### src/rtl/pipe_stall_ctrl_if.sv
// Handshake bundle between the pipeline front end and the stall/flush sequencer.
// The master side reports hazards; the slave side (the sequencer) returns the controls.
interface pipe_stall_ctrl_if;
    // Hazard sources from the pipeline
    logic        ExMemRead;
    logic [4:0]  ExRt;
    logic [4:0]  IdRs;
    logic [4:0]  IdRt;
    logic        IdUsesRt;
    logic        BranchTaken;
    logic        IdMulDiv;
    logic        IdUsesMd;
    logic        ImemReady;

    // Controls returned to the pipeline
    logic        PcWrite;
    logic        IfIdWrite;
    logic        IfFlush;
    logic        IdExBubble;
    logic        MdStart;
    logic        MdBusy;
    logic [31:0] StallCount;

    modport master (
        output ExMemRead, ExRt, IdRs, IdRt, IdUsesRt, BranchTaken, IdMulDiv, IdUsesMd,
               ImemReady,
        input  PcWrite, IfIdWrite, IfFlush, IdExBubble, MdStart, MdBusy, StallCount
    );

    modport slave (
        input  ExMemRead, ExRt, IdRs, IdRt, IdUsesRt, BranchTaken, IdMulDiv, IdUsesMd,
               ImemReady,
        output PcWrite, IfIdWrite, IfFlush, IdExBubble, MdStart, MdBusy, StallCount
    );
endinterface

### src/rtl/pipe_stall_ctrl.sv
// Stall/flush sequencer for the 5-stage front end: load-use, mul/div occupancy,
// branch redirect and imem wait, resolved in a single priority decision.
module pipe_stall_ctrl #(
    parameter int unsigned MD_CYCLES = 32
) (
    input  logic               clk,
    input  logic               rst,
    pipe_stall_ctrl_if.slave   bus
);

    typedef enum logic {
        StRun,
        StMdBusy
    } state_e;

    typedef enum logic [2:0] {
        DecReset,
        DecLoadUse,
        DecMdStruct,
        DecBranch,
        DecAdvance,
        DecImemWait
    } dec_e;

    localparam logic [7:0] MdCntInit = 8'(MD_CYCLES - 1);

    state_e      state_q, state_d;
    logic [7:0]  md_cnt_q, md_cnt_d;
    logic [31:0] stall_count_q, stall_count_d;

    logic load_use;
    logic md_struct;
    dec_e dec;

    logic pc_write;
    logic if_id_write;
    logic if_flush;
    logic id_ex_bubble;
    logic md_start;

    // Hazard detection
    always_comb begin
        load_use  = bus.ExMemRead && (bus.ExRt != 5'd0) &&
                    ((bus.ExRt == bus.IdRs) || (bus.IdUsesRt && (bus.ExRt == bus.IdRt)));
        md_struct = (state_q == StMdBusy) && (bus.IdMulDiv || bus.IdUsesMd);
    end

    // Priority decision; a load-use stall hides the branch since its operands are stale
    always_comb begin
        dec = DecAdvance;
        if (!rst) begin
            dec = DecReset;
        end else if (load_use) begin
            dec = DecLoadUse;
        end else if (md_struct) begin
            dec = DecMdStruct;
        end else if (bus.BranchTaken) begin
            dec = DecBranch;
        end else if (!bus.ImemReady) begin
            dec = DecImemWait;
        end
    end

    always_comb begin
        pc_write     = 1'b0;
        if_id_write  = 1'b0;
        if_flush     = 1'b0;
        id_ex_bubble = 1'b1;
        md_start     = 1'b0;
        unique case (dec)
            DecReset, DecLoadUse, DecMdStruct: begin
                pc_write     = 1'b0;
                if_id_write  = 1'b0;
                if_flush     = 1'b0;
                id_ex_bubble = 1'b1;
            end
            DecBranch: begin
                pc_write     = 1'b1;
                if_id_write  = 1'b1;
                if_flush     = 1'b1;
                id_ex_bubble = 1'b0;
            end
            DecAdvance: begin
                pc_write     = 1'b1;
                if_id_write  = 1'b1;
                if_flush     = 1'b0;
                id_ex_bubble = 1'b0;
                md_start     = bus.IdMulDiv;
            end
            DecImemWait: begin
                // ID still advances; a nop takes the slot of the missing fetch
                pc_write     = 1'b0;
                if_id_write  = 1'b1;
                if_flush     = 1'b1;
                id_ex_bubble = 1'b0;
                md_start     = bus.IdMulDiv;
            end
            default: begin
                pc_write     = 1'b0;
                if_id_write  = 1'b0;
                if_flush     = 1'b0;
                id_ex_bubble = 1'b1;
                md_start     = 1'b0;
            end
        endcase
    end

    // Mul/div occupancy sequencing
    always_comb begin
        state_d  = state_q;
        md_cnt_d = md_cnt_q;
        unique case (state_q)
            StRun: begin
                if (md_start) begin
                    state_d  = StMdBusy;
                    md_cnt_d = MdCntInit;
                end
            end
            StMdBusy: begin
                if (md_cnt_q == 8'd0) begin
                    state_d = StRun;
                end else begin
                    md_cnt_d = md_cnt_q - 8'd1;
                end
            end
            default: begin
                state_d  = StRun;
                md_cnt_d = 8'd0;
            end
        endcase
    end

    always_comb begin
        stall_count_d = stall_count_q;
        if (!pc_write) begin
            stall_count_d = stall_count_q + 32'd1;
        end
    end

    always_ff @(posedge clk or negedge rst) begin
        if (!rst) begin
            state_q       <= StRun;
            md_cnt_q      <= 8'd0;
            stall_count_q <= 32'd0;
        end else begin
            state_q       <= state_d;
            md_cnt_q      <= md_cnt_d;
            stall_count_q <= stall_count_d;
        end
    end

    always_comb begin
        bus.PcWrite    = pc_write;
        bus.IfIdWrite  = if_id_write;
        bus.IfFlush    = if_flush;
        bus.IdExBubble = id_ex_bubble;
        bus.MdStart    = md_start;
        bus.MdBusy     = rst && (state_q == StMdBusy);
        bus.StallCount = stall_count_q;
    end

endmodule

### src/flat_wrapper.sv
// flat-port wrapper written by rule: the top's interface ports become plain ports
module pipe_stall_ctrl_flat 
#(
    parameter int unsigned MD_CYCLES = 32
)
  (clk, rst, bus_ExMemRead, bus_ExRt, bus_IdRs, bus_IdRt, bus_IdUsesRt, bus_BranchTaken, bus_IdMulDiv, bus_IdUsesMd, bus_ImemReady, bus_PcWrite, bus_IfIdWrite, bus_IfFlush, bus_IdExBubble, bus_MdStart, bus_MdBusy, bus_StallCount);
  pipe_stall_ctrl_if bus_i ();
  input  logic clk;
  input  logic rst;
  input wire logic [$bits(bus_i.ExMemRead)-1:0] bus_ExMemRead;
  input wire logic [$bits(bus_i.ExRt)-1:0] bus_ExRt;
  input wire logic [$bits(bus_i.IdRs)-1:0] bus_IdRs;
  input wire logic [$bits(bus_i.IdRt)-1:0] bus_IdRt;
  input wire logic [$bits(bus_i.IdUsesRt)-1:0] bus_IdUsesRt;
  input wire logic [$bits(bus_i.BranchTaken)-1:0] bus_BranchTaken;
  input wire logic [$bits(bus_i.IdMulDiv)-1:0] bus_IdMulDiv;
  input wire logic [$bits(bus_i.IdUsesMd)-1:0] bus_IdUsesMd;
  input wire logic [$bits(bus_i.ImemReady)-1:0] bus_ImemReady;
  output wire logic [$bits(bus_i.PcWrite)-1:0] bus_PcWrite;
  output wire logic [$bits(bus_i.IfIdWrite)-1:0] bus_IfIdWrite;
  output wire logic [$bits(bus_i.IfFlush)-1:0] bus_IfFlush;
  output wire logic [$bits(bus_i.IdExBubble)-1:0] bus_IdExBubble;
  output wire logic [$bits(bus_i.MdStart)-1:0] bus_MdStart;
  output wire logic [$bits(bus_i.MdBusy)-1:0] bus_MdBusy;
  output wire logic [$bits(bus_i.StallCount)-1:0] bus_StallCount;
  assign bus_i.ExMemRead = bus_ExMemRead;
  assign bus_i.ExRt = bus_ExRt;
  assign bus_i.IdRs = bus_IdRs;
  assign bus_i.IdRt = bus_IdRt;
  assign bus_i.IdUsesRt = bus_IdUsesRt;
  assign bus_i.BranchTaken = bus_BranchTaken;
  assign bus_i.IdMulDiv = bus_IdMulDiv;
  assign bus_i.IdUsesMd = bus_IdUsesMd;
  assign bus_i.ImemReady = bus_ImemReady;
  assign bus_PcWrite = bus_i.PcWrite;
  assign bus_IfIdWrite = bus_i.IfIdWrite;
  assign bus_IfFlush = bus_i.IfFlush;
  assign bus_IdExBubble = bus_i.IdExBubble;
  assign bus_MdStart = bus_i.MdStart;
  assign bus_MdBusy = bus_i.MdBusy;
  assign bus_StallCount = bus_i.StallCount;
  pipe_stall_ctrl #(.MD_CYCLES(MD_CYCLES)) u_core (.clk(clk), .rst(rst), .bus(bus_i));
endmodule
### config.mk
export PLATFORM = sky130hd
export DESIGN_NAME = pipe_stall_ctrl_flat
export DESIGN_NICKNAME = d
export VERILOG_FILES = /design/src/rtl/pipe_stall_ctrl_if.sv /design/src/rtl/pipe_stall_ctrl.sv /design/src/flat_wrapper.sv
export SDC_FILE = /design/constraint.sdc
export NUM_CORES = 1
export LEC_CHECK = 0
export BUFFER_PORTS_ARGS = -buffer_cell sky130_fd_sc_hd__buf_2
export CORE_UTILIZATION = 40
export DETAILED_ROUTE_END_ITERATION = 16
export PLACE_DENSITY = 0.69
export SYNTH_ARGS = -nofsm -noshare
export SYNTH_HDL_FRONTEND = slang
export SYNTH_SLANG_ARGS = --single-unit
### constraint.sdc
create_clock -name clk -period 5.1 [get_ports clk]
set_input_delay 1.275 -clock clk [delete_from_list [all_inputs] [get_ports clk]]
set_output_delay 1.275 -clock clk [all_outputs]
set_load 0.02 [all_outputs]
-- Yosys cells after proc, flatten, opt, wreduce, memory -nomap -nowiden
Cells that the tools add are included.
- output and inout bits: 38
- word-level logic and storage cells: 43
- input bits: 23
- register bits after elaboration: 41
- bitwise gates (word level): 1
- reductions and logical operators: 14
- mux-type cells: 16
- equal/unequal tests: 7
- add/sub/neg operators: 2
- operator list (cell ; number):
    32-bit by 1-bit adder with 32-bit output, second input constant ; 1
    8-bit two-way mux ; 2
    8-bit one-hot mux with 2 select lines ; 1
    3-bit two-way mux ; 4
    5-bit == test ; 2
    8-bit zero test ; 1
    1-bit two-way mux ; 8
    8-bit by 1-bit subtractor with 8-bit output, second input constant ; 1
    3-bit == test, second input constant ; 2
    2-bit OR reduction ; 3
    1-bit logical AND ; 5
    5-bit nonzero test ; 1
    2-bit != test, second input constant ; 2
    3-bit by 2-bit == test with 1-bit output, second input constant ; 1
    3-bit OR reduction ; 1
    1-bit logical OR ; 2
    1-bit one-hot mux with 2 select lines ; 1
    2-bit AND reduction ; 1
    1-bit inverter ; 1

-- Longest topological paths before layout
- word-level depth: 11
- mapped depth: 7

-- Worst setup path before layout
Ideal clock, no wire load.
- path kind: input to output
- start: input bus_ExRt[0]
- end: output bus_IfFlush
- stages: 5
- setup slack: 0.984 ns
- arrival time: 2.841 ns
- required time: 3.825 ns
- cells stage by stage: or4_1 > o21a_1 > a21bo_2 > or2_4 > a21oi_1
- longest elaborated chain between the ends: 9
- ends and longest elaborated chain (what ; line ; RTL):
    start: declaration ; flat_wrapper.sv:11 ; input wire logic [$bits(bus_i.ExRt)-1:0] bus_ExRt;
    5-bit == test ; pipe_stall_ctrl.sv:44 ; ((bus.ExRt == bus.IdRs) || (bus.IdUsesRt && (bus.ExRt == bus.IdRt)));
    1-bit logical AND ; pipe_stall_ctrl.sv:44 ;
    1-bit logical OR ; pipe_stall_ctrl.sv:44 ;
    1-bit logical AND * ; pipe_stall_ctrl.sv:43 ; load_use = bus.ExMemRead && (bus.ExRt != 5'd0) &&
    3-bit two-way mux * ; pipe_stall_ctrl.sv:53 ; end else if (load_use) begin
    3-bit two-way mux * ; pipe_stall_ctrl.sv:51 ; if (!rst) begin
    3-bit by 2-bit == test with 1-bit output or 3-bit == test (tied branches) ; pipe_stall_ctrl.sv:70 ; unique case (dec)
    2-bit OR reduction (no line) * ; - ;
    1-bit two-way mux * ; pipe_stall_ctrl.sv:70 ;
    end: declaration ; flat_wrapper.sv:21 ; output wire logic [$bits(bus_i.IfFlush)-1:0] bus_IfFlush;
Every way passes the cells marked *; elsewhere a longest branch is shown, timed or not.

-- Final worst setup path
- start: input bus_ExRt[0]
- end: output bus_MdStart
- longest elaborated chain between the ends: 9
- ends and longest elaborated chain (what ; line ; RTL):
    5-bit == test ; pipe_stall_ctrl.sv:44 ;
    1-bit logical AND ; pipe_stall_ctrl.sv:44 ;
    1-bit logical OR ; pipe_stall_ctrl.sv:44 ;
    1-bit logical AND * ; pipe_stall_ctrl.sv:43 ;
    3-bit two-way mux * ; pipe_stall_ctrl.sv:53 ;
    3-bit two-way mux * ; pipe_stall_ctrl.sv:51 ;
    3-bit == test ; pipe_stall_ctrl.sv:70 ;
    2-bit OR reduction (no line) * ; - ;
    1-bit two-way mux * ; pipe_stall_ctrl.sv:70 ;
    end: declaration ; flat_wrapper.sv:23 ; output wire logic [$bits(bus_i.MdStart)-1:0] bus_MdStart;
Marked as above.

==> impl_metrics.csv <==
group,metric,value,unit
timing,period_share,0.819,
timing,final.setup.tns,0,ns
final_layout,nets,294,
timing,fin_crit,4.18,ns
grt,grt_pass1_vias,1655,
grt,grt_usage,0.166,
timing,slew_headroom,0.522,
final_layout,drive_above_1_share,0.327,
floorplan,die_width,76.6,um
logic_synthesis,yosys.area.top_type_share,0.461,
pwr,p_int,0.612,mW
logic_synthesis,netlist_instances,206,
timing,slew_violations,0,
setup_path,crit_required,3.83,ns
clock_network,htree_levels,2,
place,place.gp.congestion,0.729,
floorplan,initial_core_util,0.425,
clock_network,clkLatencyLatePin,0.29,ns
grt,grt_overflow,0,
hold_path,hold_path_class,"reg2reg",
timing,tightest_slew,0.715,ns
clock_network,post_cts_buffers,0,
setup_path,start_kind,"input pin",
timing,holdWs,0.466,ns
route,drc,0,
route,totalWireLength,4.49,mm
setup_path,crit_type,"in2out",
logic_synthesis,synth_flop_cell,"dfrtp_1",
final_layout,post-route-util,0.511,
pwr,ir_drop,0.309,mV
pwr,seqPwrFrac,0.469,
clock_network,ctsResizeCount,0,
grt,antenna_found_initial,0,
pwr,p_comb_frac,0.260,
pwr,p_leak,1.19,nW
route,final_antenna_net_count,0,
timing,hold_viol,0,
pwr,p_per_area,345,nW/um^2
setup_path,cp_max_fo,7,
floorplan,dieHeight,76.6,um
place,dp_hpwl,3.30,mm
clock_network,cts_buffers,5,
timing,rsz0062_at_grt,"false",
clock_network,ctsHoldBuffers,0,
logic_synthesis,synth-seq-cells,41,
logic_synthesis,synth_area_per_cell,10.8,um^2
pwr,power_switching,0.312,mW
clock_network,cts.sinks,41,
place,port_buffers,60,
logic_synthesis,synthTopCellsByArea,"dfrtp_1 46%, xor2_1 11%, xnor2_1 7.1%, nand2_1 3.5%, nor4_1 3.1%",
logic_synthesis,post_synth_num_cell_types,42,
logic_synthesis,synthesis.area,2220,um^2
floorplan,num_rows,26,
clock_network,path_clk_slew,0.07,ns
setup_path,crit_arrival,2.90,ns
final_layout,stdcell_count,339,
run_status,status,"complete, no violations",
route,vias,1678,
final_layout,diodes,0,
floorplan,core-area,5240,um^2
clock_network,cts_root_buf,"clkbuf_8",
grt,grt_pass1_wl,7.78,mm
grt,grt_max_degree,27,
logic_synthesis,yosys.cell_count.top_type,"dfrtp_1",
place,place_inst,332,
logic_synthesis,ys_async_sr_fraction,1.00,
floorplan,die-area,5860,um^2
pwr,p_clk_frac,0.271,
logic_synthesis,synth_nets,231,
clock_network,cts_tree,"done",
route,first_pass_iters,4,
setup_path,end_kind,"output port",
pwr,sw_frac_of_total,0.337,
route,wl_per_cell,13.2,um
logic_synthesis,yosysTopAreaCell,"dfrtp_1",
floorplan,ios,61,
logic_synthesis,yosys_warnings,0,
setup_path,r2r_slack,3.08,ns
logic_synthesis,synth_common_cells,"41 x dfrtp_1, 29 x xor2_1, 21 x nand2_1",
route,drt_iter0_drc,57,
final_layout,area_growth_syn_to_layout,20.3,%
final_layout,fillCellCount,485,
timing,timing.fmax,239,MHz
logic_synthesis,synth_edf_count,0,
route,vias_per_cell,4.95,
run,cap_violations,0,
logic_synthesis,seq_area_frac_synth,0.461,
timing,fin_skew,0.0102,ns
clock_network,cts.path.max_buffers,2,
timing,setup_viol,0,
-- stage by stage --
stage	power [mW]	worst slack, ns	instance area [um^2]
final	0.923	0.922	2680
after floorplan	0.596	0.984	2220
after global placement	0.680	0.938	2570
after global routing	0.979	0.828	2680
after CTS	0.936	0.913	2680
after detailed placement	0.682	0.913	2570
-- final cells by class --
type / instances / area (um^2) / share of cell area
multi-input combinational: 152 / 1120 / 0.417
clock inverter: 2 / 35.0 / 0.0131
clock buffer: 5 / 68.8 / 0.0257
inverter: 7 / 26.3 / 0.00982
timing repair buffer: 62 / 315 / 0.118
tap: 70 / 87.6 / 0.0327
sequential: 41 / 1030 / 0.384
-- sequential cells by signal (all words and copies together) (netlist names) --
name                   cells
u_core.state_q             1
u_core.md_cnt_q            8
u_core.bus.StallCount     32
-- final timing paths --
kind,from,endpoint,cells after the start
setup / recovery,bus_ExRt[0],bus_MdStart,7
hold / removal,u_core.bus.StallCount[31]$_DFFE_PN0N_,u_core.bus.StallCount[31]$_DFFE_PN0N_,1
setup reg to reg,u_core.bus.StallCount[4]$_DFFE_PN0N_,u_core.bus.StallCount[23]$_DFFE_PN0N_,6
hold reg to reg,u_core.bus.StallCount[31]$_DFFE_PN0N_,u_core.bus.StallCount[31]$_DFFE_PN0N_,1
max in group asynchronous,rst,u_core.bus.StallCount[21]$_DFFE_PN0N_,2
min in group asynchronous,rst,u_core.bus.StallCount[10]$_DFFE_PN0N_,1
-- cells in the final DEF, fill, tap and decap left out, types with 5 or more instances in the layout --
master,instances
dfrtp_1,41
nand4_1,5
inv_1,6
buf_2,60
nor3b_1,5
xnor2_1,18
nor3_1,6
clkbuf_8,5
nor2_1,12
xor2_1,29
nor4_1,11
nand2_1,21
nand3_1,9
-- routing by layer --
layer,GRT usage,share of wire
met1,0.219,0.48
met5,0,0
met4,0.0519,0.012
met3,0.0455,0.043
met2,0.263,0.46
-- kinds of logic (layout without fill, tap and decap cells) --
kind of cell	count (synthesis)	after routing	synth area share
flops	41	41	0.461
xor+xnor	47	47	0.185
simple gates	89	89	0.246
mux	1	1	0.00506
fa+ha+maj	2	2	0.0113
compound gates	13	13	0.0540
buf+inv	13	76	0.0366
-- critical path: stages --
cell	delay, ns
buf_2	0.12
or4_1	0.53
o21a_1	0.25
a21bo_2	0.22
nand4b_4	0.22
inv_2	0.12
buf_2	0.17
-- power by group through the flow --
stage          combinational (mW)  clock (mW)  sequential (mW)
3_5_place_dp                0.244           0            0.438
6_report                    0.240       0.250            0.433
4_1_cts                     0.244       0.259            0.433
2_1_floorplan               0.106           0            0.490
5_1_grt                     0.262       0.274            0.443
3_3_place_gp                0.241           0            0.439
Power figures use the tool's default switching activity.
